`config.mk`:
```
export PLATFORM = sky130hd
export DESIGN_NAME = alu_op_driver
export DESIGN_NICKNAME = d
export VERILOG_FILES = /design/src/rtl/alu_pkg.sv /design/src/rtl/alu_op_driver.sv
export SDC_FILE = /design/constraint.sdc
export NUM_CORES = 1
export LEC_CHECK = 0
export CORE_MARGIN = 2
export CORE_UTILIZATION = 43
export CTS_CLUSTER_DIAMETER = 40
export CTS_CLUSTER_SIZE = 30
export DETAILED_ROUTE_END_ITERATION = 8
export PLACE_DENSITY = 0.78
export SLEW_MARGIN = 30
export SYNTH_ARGS = -nofsm -noshare
export SYNTH_HDL_FRONTEND = slang
export SYNTH_SLANG_ARGS = --single-unit
```
`constraint.sdc`:
```
create_clock -name clk -period 1.65 [get_ports clk]
set_clock_uncertainty 0.05 [all_clocks]
set_input_delay 0.4125 -clock clk [delete_from_list [all_inputs] [get_ports clk]]
set_output_delay 0.4125 -clock clk [all_outputs]
set_load 0.01 [all_outputs]
```
`src/rtl/alu_pkg.sv`:
```
// Shared definitions for the ALU front end: select codes, driver FSM states
// and a reference model of the 8-bit combinational ALU.
package alu_pkg;

    localparam int unsigned ALU_W = 8;

    localparam logic [1:0] ALU_ADD = 2'b00;
    localparam logic [1:0] ALU_MUL = 2'b01;
    localparam logic [1:0] ALU_XOR = 2'b10;
    localparam logic [1:0] ALU_SHL = 2'b11;

    typedef enum logic [1:0] {
        IDLE    = 2'd0,
        SETTLE  = 2'd1,
        CAPTURE = 2'd2,
        RESP    = 2'd3
    } drv_state_e;

    // Returns {carry, zf, result}; carry is always the add carry, as the ALU reports it.
    function automatic logic [ALU_W+1:0] alu_model(input logic [ALU_W-1:0] a,
                                                   input logic [ALU_W-1:0] b,
                                                   input logic [1:0]       sel);
        logic [ALU_W:0]   sum;
        logic [ALU_W-1:0] res;
        sum = {1'b0, a} + {1'b0, b};
        case (sel)
            ALU_ADD: res = sum[ALU_W-1:0];
            ALU_MUL: res = a * b;
            ALU_XOR: res = a ^ b;
            default: res = {a[ALU_W-2:0], 1'b0};
        endcase
        return {sum[ALU_W], (res == '0), res};
    endfunction

endpackage

```
`src/rtl/alu_op_driver.sv`:
```
// Sequential front end for the combinational ALU: accepts a request, drives
// registered operands, waits SETTLE_CYCLES, captures the result and returns it.
// Optional result checker enabled by `define ALU_DRV_CHECK_EN (adds rsp_err).
module alu_op_driver
    import alu_pkg::*;
#(
    parameter int unsigned WIDTH         = ALU_W,
    parameter int unsigned TAG_W         = 4,
    parameter int unsigned SETTLE_CYCLES = 1
) (
    input  logic             clk,
    input  logic             rst_n,
    input  logic             req_valid,
    output logic             req_ready,
    input  logic [WIDTH-1:0] req_a,
    input  logic [WIDTH-1:0] req_b,
    input  logic [1:0]       req_sel,
    input  logic             req_chain,
    input  logic [TAG_W-1:0] req_tag,
    output logic [WIDTH-1:0] alu_a,
    output logic [WIDTH-1:0] alu_b,
    output logic [1:0]       alu_sel,
    input  logic [WIDTH-1:0] alu_out,
    input  logic             alu_carry,
    input  logic             alu_zf,
    output logic             rsp_valid,
    input  logic             rsp_ready,
    output logic [WIDTH-1:0] rsp_data,
    output logic             rsp_carry,
    output logic             rsp_zf,
    output logic [TAG_W-1:0] rsp_tag
`ifdef ALU_DRV_CHECK_EN
    ,
    output logic             rsp_err
`endif
);

    localparam int unsigned      CNT_W    = 4;
    localparam logic [CNT_W-1:0] CNT_LOAD = CNT_W'(SETTLE_CYCLES - 1);

    drv_state_e       state_q, state_d;
    logic [CNT_W-1:0] cnt_q, cnt_d;
    logic [WIDTH-1:0] acc_q, acc_d;
    logic [TAG_W-1:0] tag_q, tag_d;
    logic [WIDTH-1:0] alu_a_d, alu_b_d;
    logic [1:0]       alu_sel_d;
    logic             req_ready_d, rsp_valid_d, rsp_carry_d, rsp_zf_d;
    logic [WIDTH-1:0] rsp_data_d;
    logic [TAG_W-1:0] rsp_tag_d;

`ifdef ALU_DRV_CHECK_EN
    logic             rsp_err_d;
    logic [ALU_W+1:0] exp_c;
    logic             mismatch_c;

    // Reference result for the operands currently held on the ALU inputs.
    always_comb begin
        exp_c      = alu_model(ALU_W'(alu_a), ALU_W'(alu_b), alu_sel);
        mismatch_c = (alu_out != WIDTH'(exp_c[ALU_W-1:0])) ||
                     (alu_zf != exp_c[ALU_W]) ||
                     ((alu_sel == ALU_ADD) && (alu_carry != exp_c[ALU_W+1]));
    end
`endif

    // Next-state and registered-output logic.
    always_comb begin
        state_d     = state_q;
        cnt_d       = cnt_q;
        acc_d       = acc_q;
        tag_d       = tag_q;
        alu_a_d     = alu_a;
        alu_b_d     = alu_b;
        alu_sel_d   = alu_sel;
        rsp_valid_d = rsp_valid;
        rsp_data_d  = rsp_data;
        rsp_carry_d = rsp_carry;
        rsp_zf_d    = rsp_zf;
        rsp_tag_d   = rsp_tag;
`ifdef ALU_DRV_CHECK_EN
        rsp_err_d   = rsp_err;
`endif
        case (state_q)
            IDLE: begin
                if (req_valid && req_ready) begin
                    alu_a_d   = req_chain ? acc_q : req_a;
                    alu_b_d   = req_b;
                    alu_sel_d = req_sel;
                    tag_d     = req_tag;
                    cnt_d     = CNT_LOAD;
                    state_d   = SETTLE;
                end
            end
            SETTLE: begin
                if (cnt_q == '0) begin
                    state_d = CAPTURE;
                end else begin
                    cnt_d = cnt_q - CNT_W'(1);
                end
            end
            CAPTURE: begin
                rsp_data_d  = alu_out;
                rsp_carry_d = alu_carry;
                rsp_zf_d    = alu_zf;
                rsp_tag_d   = tag_q;
                acc_d       = alu_out;
                rsp_valid_d = 1'b1;
`ifdef ALU_DRV_CHECK_EN
                rsp_err_d   = mismatch_c;
`endif
                state_d     = RESP;
            end
            RESP: begin
                if (rsp_ready) begin
                    rsp_valid_d = 1'b0;
`ifdef ALU_DRV_CHECK_EN
                    rsp_err_d   = 1'b0;
`endif
                    state_d     = IDLE;
                end
            end
            default: state_d = IDLE;
        endcase
        // Ready is registered, so it is derived from where the FSM is going.
        req_ready_d = (state_d == IDLE);
    end

    always_ff @(posedge clk or negedge rst_n) begin
        if (!rst_n) begin
            state_q   <= IDLE;
            cnt_q     <= '0;
            acc_q     <= '0;
            tag_q     <= '0;
            alu_a     <= '0;
            alu_b     <= '0;
            alu_sel   <= '0;
            req_ready <= 1'b0;
            rsp_valid <= 1'b0;
            rsp_data  <= '0;
            rsp_carry <= 1'b0;
            rsp_zf    <= 1'b0;
            rsp_tag   <= '0;
`ifdef ALU_DRV_CHECK_EN
            rsp_err   <= 1'b0;
`endif
        end else begin
            state_q   <= state_d;
            cnt_q     <= cnt_d;
            acc_q     <= acc_d;
            tag_q     <= tag_d;
            alu_a     <= alu_a_d;
            alu_b     <= alu_b_d;
            alu_sel   <= alu_sel_d;
            req_ready <= req_ready_d;
            rsp_valid <= rsp_valid_d;
            rsp_data  <= rsp_data_d;
            rsp_carry <= rsp_carry_d;
            rsp_zf    <= rsp_zf_d;
            rsp_tag   <= rsp_tag_d;
`ifdef ALU_DRV_CHECK_EN
            rsp_err   <= rsp_err_d;
`endif
        end
    end

endmodule

```
==> results of run 1 <==
routing by layer:
metal  up-vias  share of wire [%]  track usage [%]
met5         -                  0                0
met4         0                1.2            7.265
met3         4                4.7            5.051
met2        42                 52            31.75
met1       678                 42            24.76
li1        714                  -                -
stage by stage:
step	hold WS (ns)	std cells	power (W)
floorplan	0.06691	167	0.003092
global placement	0.3364	291	0.004157
detailed placement	0.3464	291	0.004253
CTS	0.02428	300	0.004810
global route	0.02284	300	0.005098
finish	0.01063	300	0.004743
flip-flops by register name, indices dropped and copies added (netlist names):
register   cells
acc_q          8
alu_a          8
alu_b          8
cnt_q          4
rsp_tag        4
tag_q          4
alu_sel        2
state_q        2
req_ready      1
rsp_carry      1
rsp_valid      1
rsp_zf         1
worst reg2reg max path: cells and delay by family, from the launching register on:
| kind | cells | cell delay, ns |
|---|---|---|
| AO/OA/AOI/OAI | 1 | 0.23 |
| adder cells (fa/ha/maj) | 1 | 0.17 |
| buffers and inverters | 1 | 0.09 |
| flip-flops | 1 | 0.42 |
| AND/OR/NAND/NOR | 2 | 0.49 |
logic make-up after synthesis:
group,count (synthesis),synth area share [%]
AO/OA/AOI/OAI,18,5.530
AND/OR/NAND/NOR,65,15.86
flip-flops,44,58.63
adder cells (fa/ha/maj),2,1.332
buffers and inverters,13,4.397
multiplexers,25,14.26
cells in the final DEF (no fill, tap or decap), types with 2 or more instances in the layout:
master           synthesis  routed
a21o_1                   2       2
a21oi_1                  2       2
buf_12                   0       3
buf_4                    0       9
clkbuf_8                 0       5
clkdlybuf4s50_1          0      35
dfrtp_1                 44      44
dlygate4sd2_1            0      31
dlymetal6s2s_1           0       3
ha_1                     2       2
inv_1                    3       3
mux2_2                  14      14
mux2i_1                 11      11
nand2_1                 55      55
nor3_1                   3       3
o21ai_0                 11      11
final timing paths:
kind	from	endpoint	slack, ns	cells past startpoint
max	cnt_q[0]	cnt_q[2]	0.11	5
min	rst_n	acc_q[1]	0.01	1
max reg2reg	cnt_q[0]	cnt_q[2]	0.11	5
min reg2reg	tag_q[2]	tag_q[2]	0.42	2
max in group asynchronous	rst_n	alu_a[4]	1.05	2
min in group clk	tag_q[2]	tag_q[2]	0.42	2
cell type report:
class	count	area share, %
sequential	44	39.68
timing repair buffer	82	28.54
multi-input combinational	110	25.02
clock buffer	6	2.615
tap	52	2.344
clock inverter	2	1.262
inverter	4	0.5410
power groups by stage:
stage	combinational [W]	clock [W]	sequential (W)
global placement	0.00222	0	0.00194
floorplan	0.00102	0	0.00207
CTS	0.00207	0.000811	0.00193
finish	0.00203	0.000794	0.00192
detailed placement	0.00229	0	0.00197
global route	0.00223	0.000868	0.00200
repair_timing:
item	CTS	global route
hold buffers	0	0
setup endpoints to repair	31	3
gates cloned	0	0
setup buffers	1	0
resized for setup	31	3
==> PnR_summary.wiki, run 1 <==
{| class="wikitable"
! Metric !! Value
|-
| Result of the run || complete, no violations
|-
| Ys flop type || dfrtp_1
|-
| Number of core rows || 24
|-
| CP Capture Type || flip-flop
|-
| Remaining antenna violation count after routing || 0
|-
| Sequential power share || 40.4%
|-
| Worst slew slack as a fraction of its limit || 69.15%
|-
| Synthesized flop and latch total || 44
|-
| Comb power frac || 42.9%
|-
| Commonest cells in the synthesized netlist || 55 x nand2_1, 44 x dfrtp_1, 14 x mux2_2
|-
| Worst-Skew Late Latency || 0.29 ns
|-
| Placer's final routability congestion estimate || 0.7361
|-
| Share of final-layout standard cells stronger than drive strength 1 || 15.73%
|-
| Final Slew Violations || 0
|-
| Final critical-path share of the clock period || 93.62%
|-
| Total global routing overflow || 0
|-
| Min Tclk post-route || 1.545 ns
|-
| Cell area after technology mapping || 1878 µm²
|-
| Synth area leader || dfrtp_1
|-
| Initial DRC count || 49
|-
| Placed Instance Area || 2691 µm²
|-
| Crit path max fanout || 4
|-
| Final-report hold violation count || 0
|-
| WL per Instance || 14.04 µm
|-
| Sum of net half-perimeters after detailed placement || 3224 µm
|-
| Maximum cell stage delay along the critical path || 0.42 ns
|-
| Maximum vdd drop || 0.7660 mV
|-
| EDFF count, synth || 0
|-
| Pwr per Cell Area || 1709 nW/µm²
|-
| Worst min path class || in -> async
|-
| Instance count of the mapped netlist || 167
|-
| Die area || 4912 µm²
|-
| Clock root buffer || clkbuf_8
|-
| Total Nets Final || 286
|-
| Initial core utilization || 43.74%
|-
| TritonCTS clock tree || built
|-
| Wire length reported by the detailed router || 4213 µm
|-
| Vias per Instance || 4.793
|-
| Cell with the largest stage delay on the worst path || dfrtp_1
|-
| Data arrival, critical path || 1.68 ns
|-
| Most repeated cell in the gate-level netlist after synthesis || nand2_1
|-
| Number of maximum-capacitance constraint violations || 0
|-
| Die width || 70.09 µm
|-
| Core area || 4294 µm²
|-
| Finished layout cell area || 2775 µm²
|-
| N_diodes || 0
|-
| Post-Syn Nets || 206
|-
| Number of remaining DRC errors || 0
|-
| Buffers plus inverters on the worst setup path || 1
|-
| Highest clock rate || 647.4 MHz
|-
| Post-route setup slack || 0.1052 ns
|-
| Count of endpoints failing setup in the final report || 0
|-
| Clock slew at reported path FFs || 0.08 ns
|-
| Internal Dissipation || 0.003125 W
|-
| Antenna violations before repair || 0
|-
| Number of warnings issued by yosys || 0
|-
| Sequential element share of the synthesized area || 58.63%
|-
| Cell chain of the critical path || inv_1 > ha_1 > nor3b_1 > nor3_1 > a31o_2
|-
| Number of clock buffers inserted by TritonCTS || 5
|-
| Static leakage power || 1.403 nW
|-
| Worst setup SP type || flip-flop
|-
| Pin count of the biggest net entering global routing || 21
|-
| Worst Path Required || 1.78 ns
|-
| Clock Power Share || 16.7%
|-
| H-tree depth reported by CTS || 2
|-
| Sequential cell area in the final layout || 1101 µm²
|-
| Height of the chip || 70.09 µm
|-
| Number of global-route vias before repair || 1497
|-
| Setup Crit Path Kind || reg -> reg
|-
| Total Neg Setup Slack || 0 ns
|-
| Number of fill cells || 354
|-
| Net Sw Power || 0.001618 W
|-
| Top Ports || 71
|-
| Area occupied by multi-input gates || 694.4 µm²
|-
| RSZ-0062 raised after global routing || no
|-
| Port Buf Inserts || 70
|-
| Fraction of the core area covered by cells at the end of the flow || 64.63%
|-
| Delay-heaviest family, CP || simple AND/OR/NAND/NOR gates
|-
| Bufs on Longest Clock Path || 2
|-
| Via count || 1438
|-
| Switching Share || 34.10%
|-
| Post-place setup slack || -0.07729 ns
|-
| Fraction of synthesis flops using an asynchronous set or reset pin || 100.0%
|-
| Area share of the leading cell type in the synthesized netlist || 58.63%
|-
| Global-route total usage across every layer || 19.38%
|-
| Wire length of the first global-routing pass || 7341 µm
|-
| Number of sinks on the clock net || 44
|-
| Area added between synthesis and finish || 47.77%
|-
| Number of detailed-routing iterations run before antenna repair || 4
|-
| Main area contributors after synthesis || dfrtp_1 59%, nand2_1 11%, mux2_2 8.4%, mux2i_1 5.9%, o21ai_0 2.9%
|-
| Slew @ Worst Pin || 0.4628 ns
|-
| Distinct cell type count after synthesis || 25
|-
| Syn Area/Cell || 11.25 µm²
|}
(Power assumes the default switching activity.)
==> run 2, diff against run 1 <==
--- a/config.mk
+++ b/config.mk
@@ -8,8 +8,9 @@
 export CORE_MARGIN = 2
 export CORE_UTILIZATION = 43
 export CTS_CLUSTER_DIAMETER = 40
-export CTS_CLUSTER_SIZE = 30
+export CTS_CLUSTER_SIZE = 8
 export DETAILED_ROUTE_END_ITERATION = 8
+export HOLD_SLACK_MARGIN = 0.05
 export PLACE_DENSITY = 0.78
 export SLEW_MARGIN = 30
 export SYNTH_ARGS = -nofsm -noshare
==> run 2 against run 1 <==
- design area up 0.36%
- worst setup slack unchanged
- largest cell class unchanged
- highest routed layer unchanged
- count of clock-buffer cells in the layout unchanged
- sequential share of layout area is 0.14 points lower
- critical path depth unchanged
- worst hold slack gained 0.41 ns
- clock power barely moved
- first-iteration DRC count unchanged
- combinational power about the same
- critical path type unchanged
- flip-flop and latch count did not move
- via count up 0.28%
- non-clock buffer count rose by 1
==> PnR_summary.wiki, run 2 (synthesized netlist as in run 1, its figures left out) <==
{| class="wikitable"
! Metric !! Value
|-
| Finished layout cell area || 2785 µm² (was 2775 µm²)
|-
| CP Capture Type || flip-flop (unchanged)
|-
| Total Nets Final || 287 (was 286)
|-
| Number of core rows || 24 (unchanged)
|-
| Total global routing overflow || 0 (unchanged)
|-
| Final-report hold violation count || 0 (unchanged)
|-
| Clock slew at reported path FFs || 0.08 ns (about the same)
|-
| N_diodes || 0 (unchanged)
|-
| Data arrival, critical path || 1.68 ns (about the same)
|-
| Highest clock rate || 647.4 MHz (unchanged)
|-
| Min Tclk post-route || 1.545 ns (unchanged)
|-
| WL per Instance || 14.03 µm (was 14.04 µm)
|-
| Final critical-path share of the clock period || 93.62% (unchanged)
|-
| Via count || 1442 (was 1438)
|-
| Pwr per Cell Area || 1704 nW/µm² (was 1709 nW/µm²)
|-
| Top Ports || 71 (unchanged)
|-
| Placer's final routability congestion estimate || 0.7361 (unchanged)
|-
| Die area || 4912 µm² (unchanged)
|-
| Setup Crit Path Kind || reg -> reg (unchanged)
|-
| Number of maximum-capacitance constraint violations || 0 (unchanged)
|-
| Result of the run || complete, no violations (unchanged)
|-
| Initial core utilization || 43.74% (unchanged)
|-
| Buffers plus inverters on the worst setup path || 1 (unchanged)
|-
| Clock root buffer || clkbuf_8 (unchanged)
|-
| Bufs on Longest Clock Path || 2 (unchanged)
|-
| Remaining antenna violation count after routing || 0 (unchanged)
|-
| Placed Instance Area || 2691 µm² (unchanged)
|-
| Wire length of the first global-routing pass || 7355 µm (was 7341 µm)
|-
| Share of final-layout standard cells stronger than drive strength 1 || 15.66% (was 15.73%)
|-
| Most common cell after layout, fill and taps aside || nand2_1 (unchanged)
|-
| Number of remaining DRC errors || 0 (unchanged)
|-
| Non-filler cells in the finished layout || 301 (was 300)
|-
| Post-route setup slack || 0.1052 ns (unchanged)
|-
| Slew @ Worst Pin || 0.4651 ns (was 0.4628 ns)
|-
| H-tree depth reported by CTS || 2 (unchanged)
|-
| Fraction of the core area covered by cells at the end of the flow || 64.86% (was 64.63%)
|-
| Top library cells by usage in the layout, fill and taps aside || 55 x nand2_1, 44 x dfrtp_1, 35 x clkdlybuf4s50_1, 31 x dlygate4sd2_1, 14 x mux2_2 (unchanged)
|-
| TritonCTS clock tree || built (unchanged)
|-
| Worst-Skew Late Latency || 0.29 ns (about the same)
|-
| Wire length reported by the detailed router || 4222 µm (was 4213 µm)
|-
| Total Neg Setup Slack || 0 ns (unchanged)
|-
| Antenna violations before repair || 0 (unchanged)
|-
| Die width || 70.09 µm (unchanged)
|-
| Number of clock buffers inserted by TritonCTS || 5 (unchanged)
|-
| Vias per Instance || 4.791 (was 4.793)
|-
| RSZ-0062 raised after global routing || no (unchanged)
|-
| Maximum vdd drop || 0.7660 mV (unchanged)
|-
| Number of sinks on the clock net || 44 (unchanged)
|-
| Area added between synthesis and finish || 48.30% (was 47.77%)
|-
| Static leakage power || 1.408 nW (was 1.403 nW)
|-
| Cell chain of the critical path || inv_1 > ha_1 > nor3b_1 > nor3_1 > a31o_2 (unchanged)
|-
| Placed cells || 291 (unchanged)
|-
| Global-route total usage across every layer || 19.41% (was 19.38%)
|-
| Worst min path class || reg -> reg (was in -> async)
|-
| Crit path max fanout || 4 (unchanged)
|-
| Number of global-route vias before repair || 1500 (was 1497)
|-
| Height of the chip || 70.09 µm (unchanged)
|-
| Core area || 4294 µm² (unchanged)
|-
| Post-place setup slack || -0.07729 ns (unchanged)
|-
| Top Registers || acc_q (8), alu_a (8), alu_b (8) (unchanged)
|-
| Pin count of the biggest net entering global routing || 21 (unchanged)
|-
| Worst slew slack as a fraction of its limit || 68.99% (was 69.15%)
|-
| Cell with the largest stage delay on the worst path || dfrtp_1 (unchanged)
|-
| Final Slew Violations || 0 (unchanged)
|-
| Maximum cell stage delay along the critical path || 0.42 ns (about the same)
|-
| Count of endpoints failing setup in the final report || 0 (unchanged)
|-
| Worst Path Required || 1.78 ns (about the same)
|-
| Initial DRC count || 49 (unchanged)
|-
| Sum of net half-perimeters after detailed placement || 3224 µm (unchanged)
|-
| Worst setup SP type || flip-flop (unchanged)
|-
| Number of detailed-routing iterations run before antenna repair || 4 (unchanged)
|-
| Delay-heaviest family, CP || simple AND/OR/NAND/NOR gates (unchanged)
|-
| Port Buf Inserts || 70 (unchanged)
|}
-- run 2: cell count changes in the layout (fill, tap and decap cells not counted), sizes merged --
cell | before | now
dlygate4sd3 | 0 | 1
-- run 2: per-stage QoR --
stage / power (W) / hold slack, ns
finish: 0.004745 / 0.4220
global route: 0.005100 / 0.4487
CTS: 0.004812 / 0.4281
detailed placement: 0.004253 / 0.3464
global placement: 0.004157 / 0.3364
floorplan: 0.003092 / 0.06691
-- run 2: layout make-up --
cell class | instances | area (µm²)
Fill cell | 353 | 1509
Sequential cell | 44 | 1101
Timing Repair Buffer | 83 | 802.0
Multi-Input combinational cell | 110 | 694.4
Clock buffer | 6 | 72.57
Tap cell | 52 | 65.06
Clock inverter | 2 | 35.03
Inverter | 4 | 15.01
-- run 2: per-layer routing --
metal  wire [µm]  track usage, %  vias to the layer above  part of all wire [%]
li1            -               -                      716                     -
met1        1767           24.86                      680                    42
met2        2206           31.75                       42                    52
met3         197           5.051                        4                   4.7
met4          50           7.265                        0                   1.2
met5           0               0                        -                     0
-- run 2: timing repair --
action	CTS	global route
resized for setup	31	3
endpoints found under the setup margin	31	3
hold endpoints to repair	17	0
setup buffers	1	0
hold buffers	1	0
-- run 2: report_power, final --
group | switching, W | leakage, nW | total, W | internal, W
logic | 0.000949 | 0.810 | 0.00203 | 0.00109
clock network | 0.000345 | 0.0552 | 0.000794 | 0.000449
registers | 0.000324 | 0.542 | 0.00192 | 0.00159
-- run 2: worst paths after layout --
kind,depth (start not counted),slack [ns],startpoint,endpoint
min reg2reg,2,0.42,tag_q[2],tag_q[2]
max in group asynchronous,3,0.51,rst_n,alu_a[4]
min in group asynchronous,2,0.55,rst_n,acc_q[1]
max reg2reg,5,0.11,cnt_q[0],cnt_q[2]
min,2,0.42,tag_q[2],tag_q[2]
max,5,0.11,cnt_q[0],cnt_q[2]
-- run 2: worst reg2reg max path, stage by stage (launching register included) --
cell,delay [ns]
dfrtp_1,0.42
inv_1,0.09
ha_1,0.17
nor3b_1,0.39
nor3_1,0.10
a31o_2,0.23
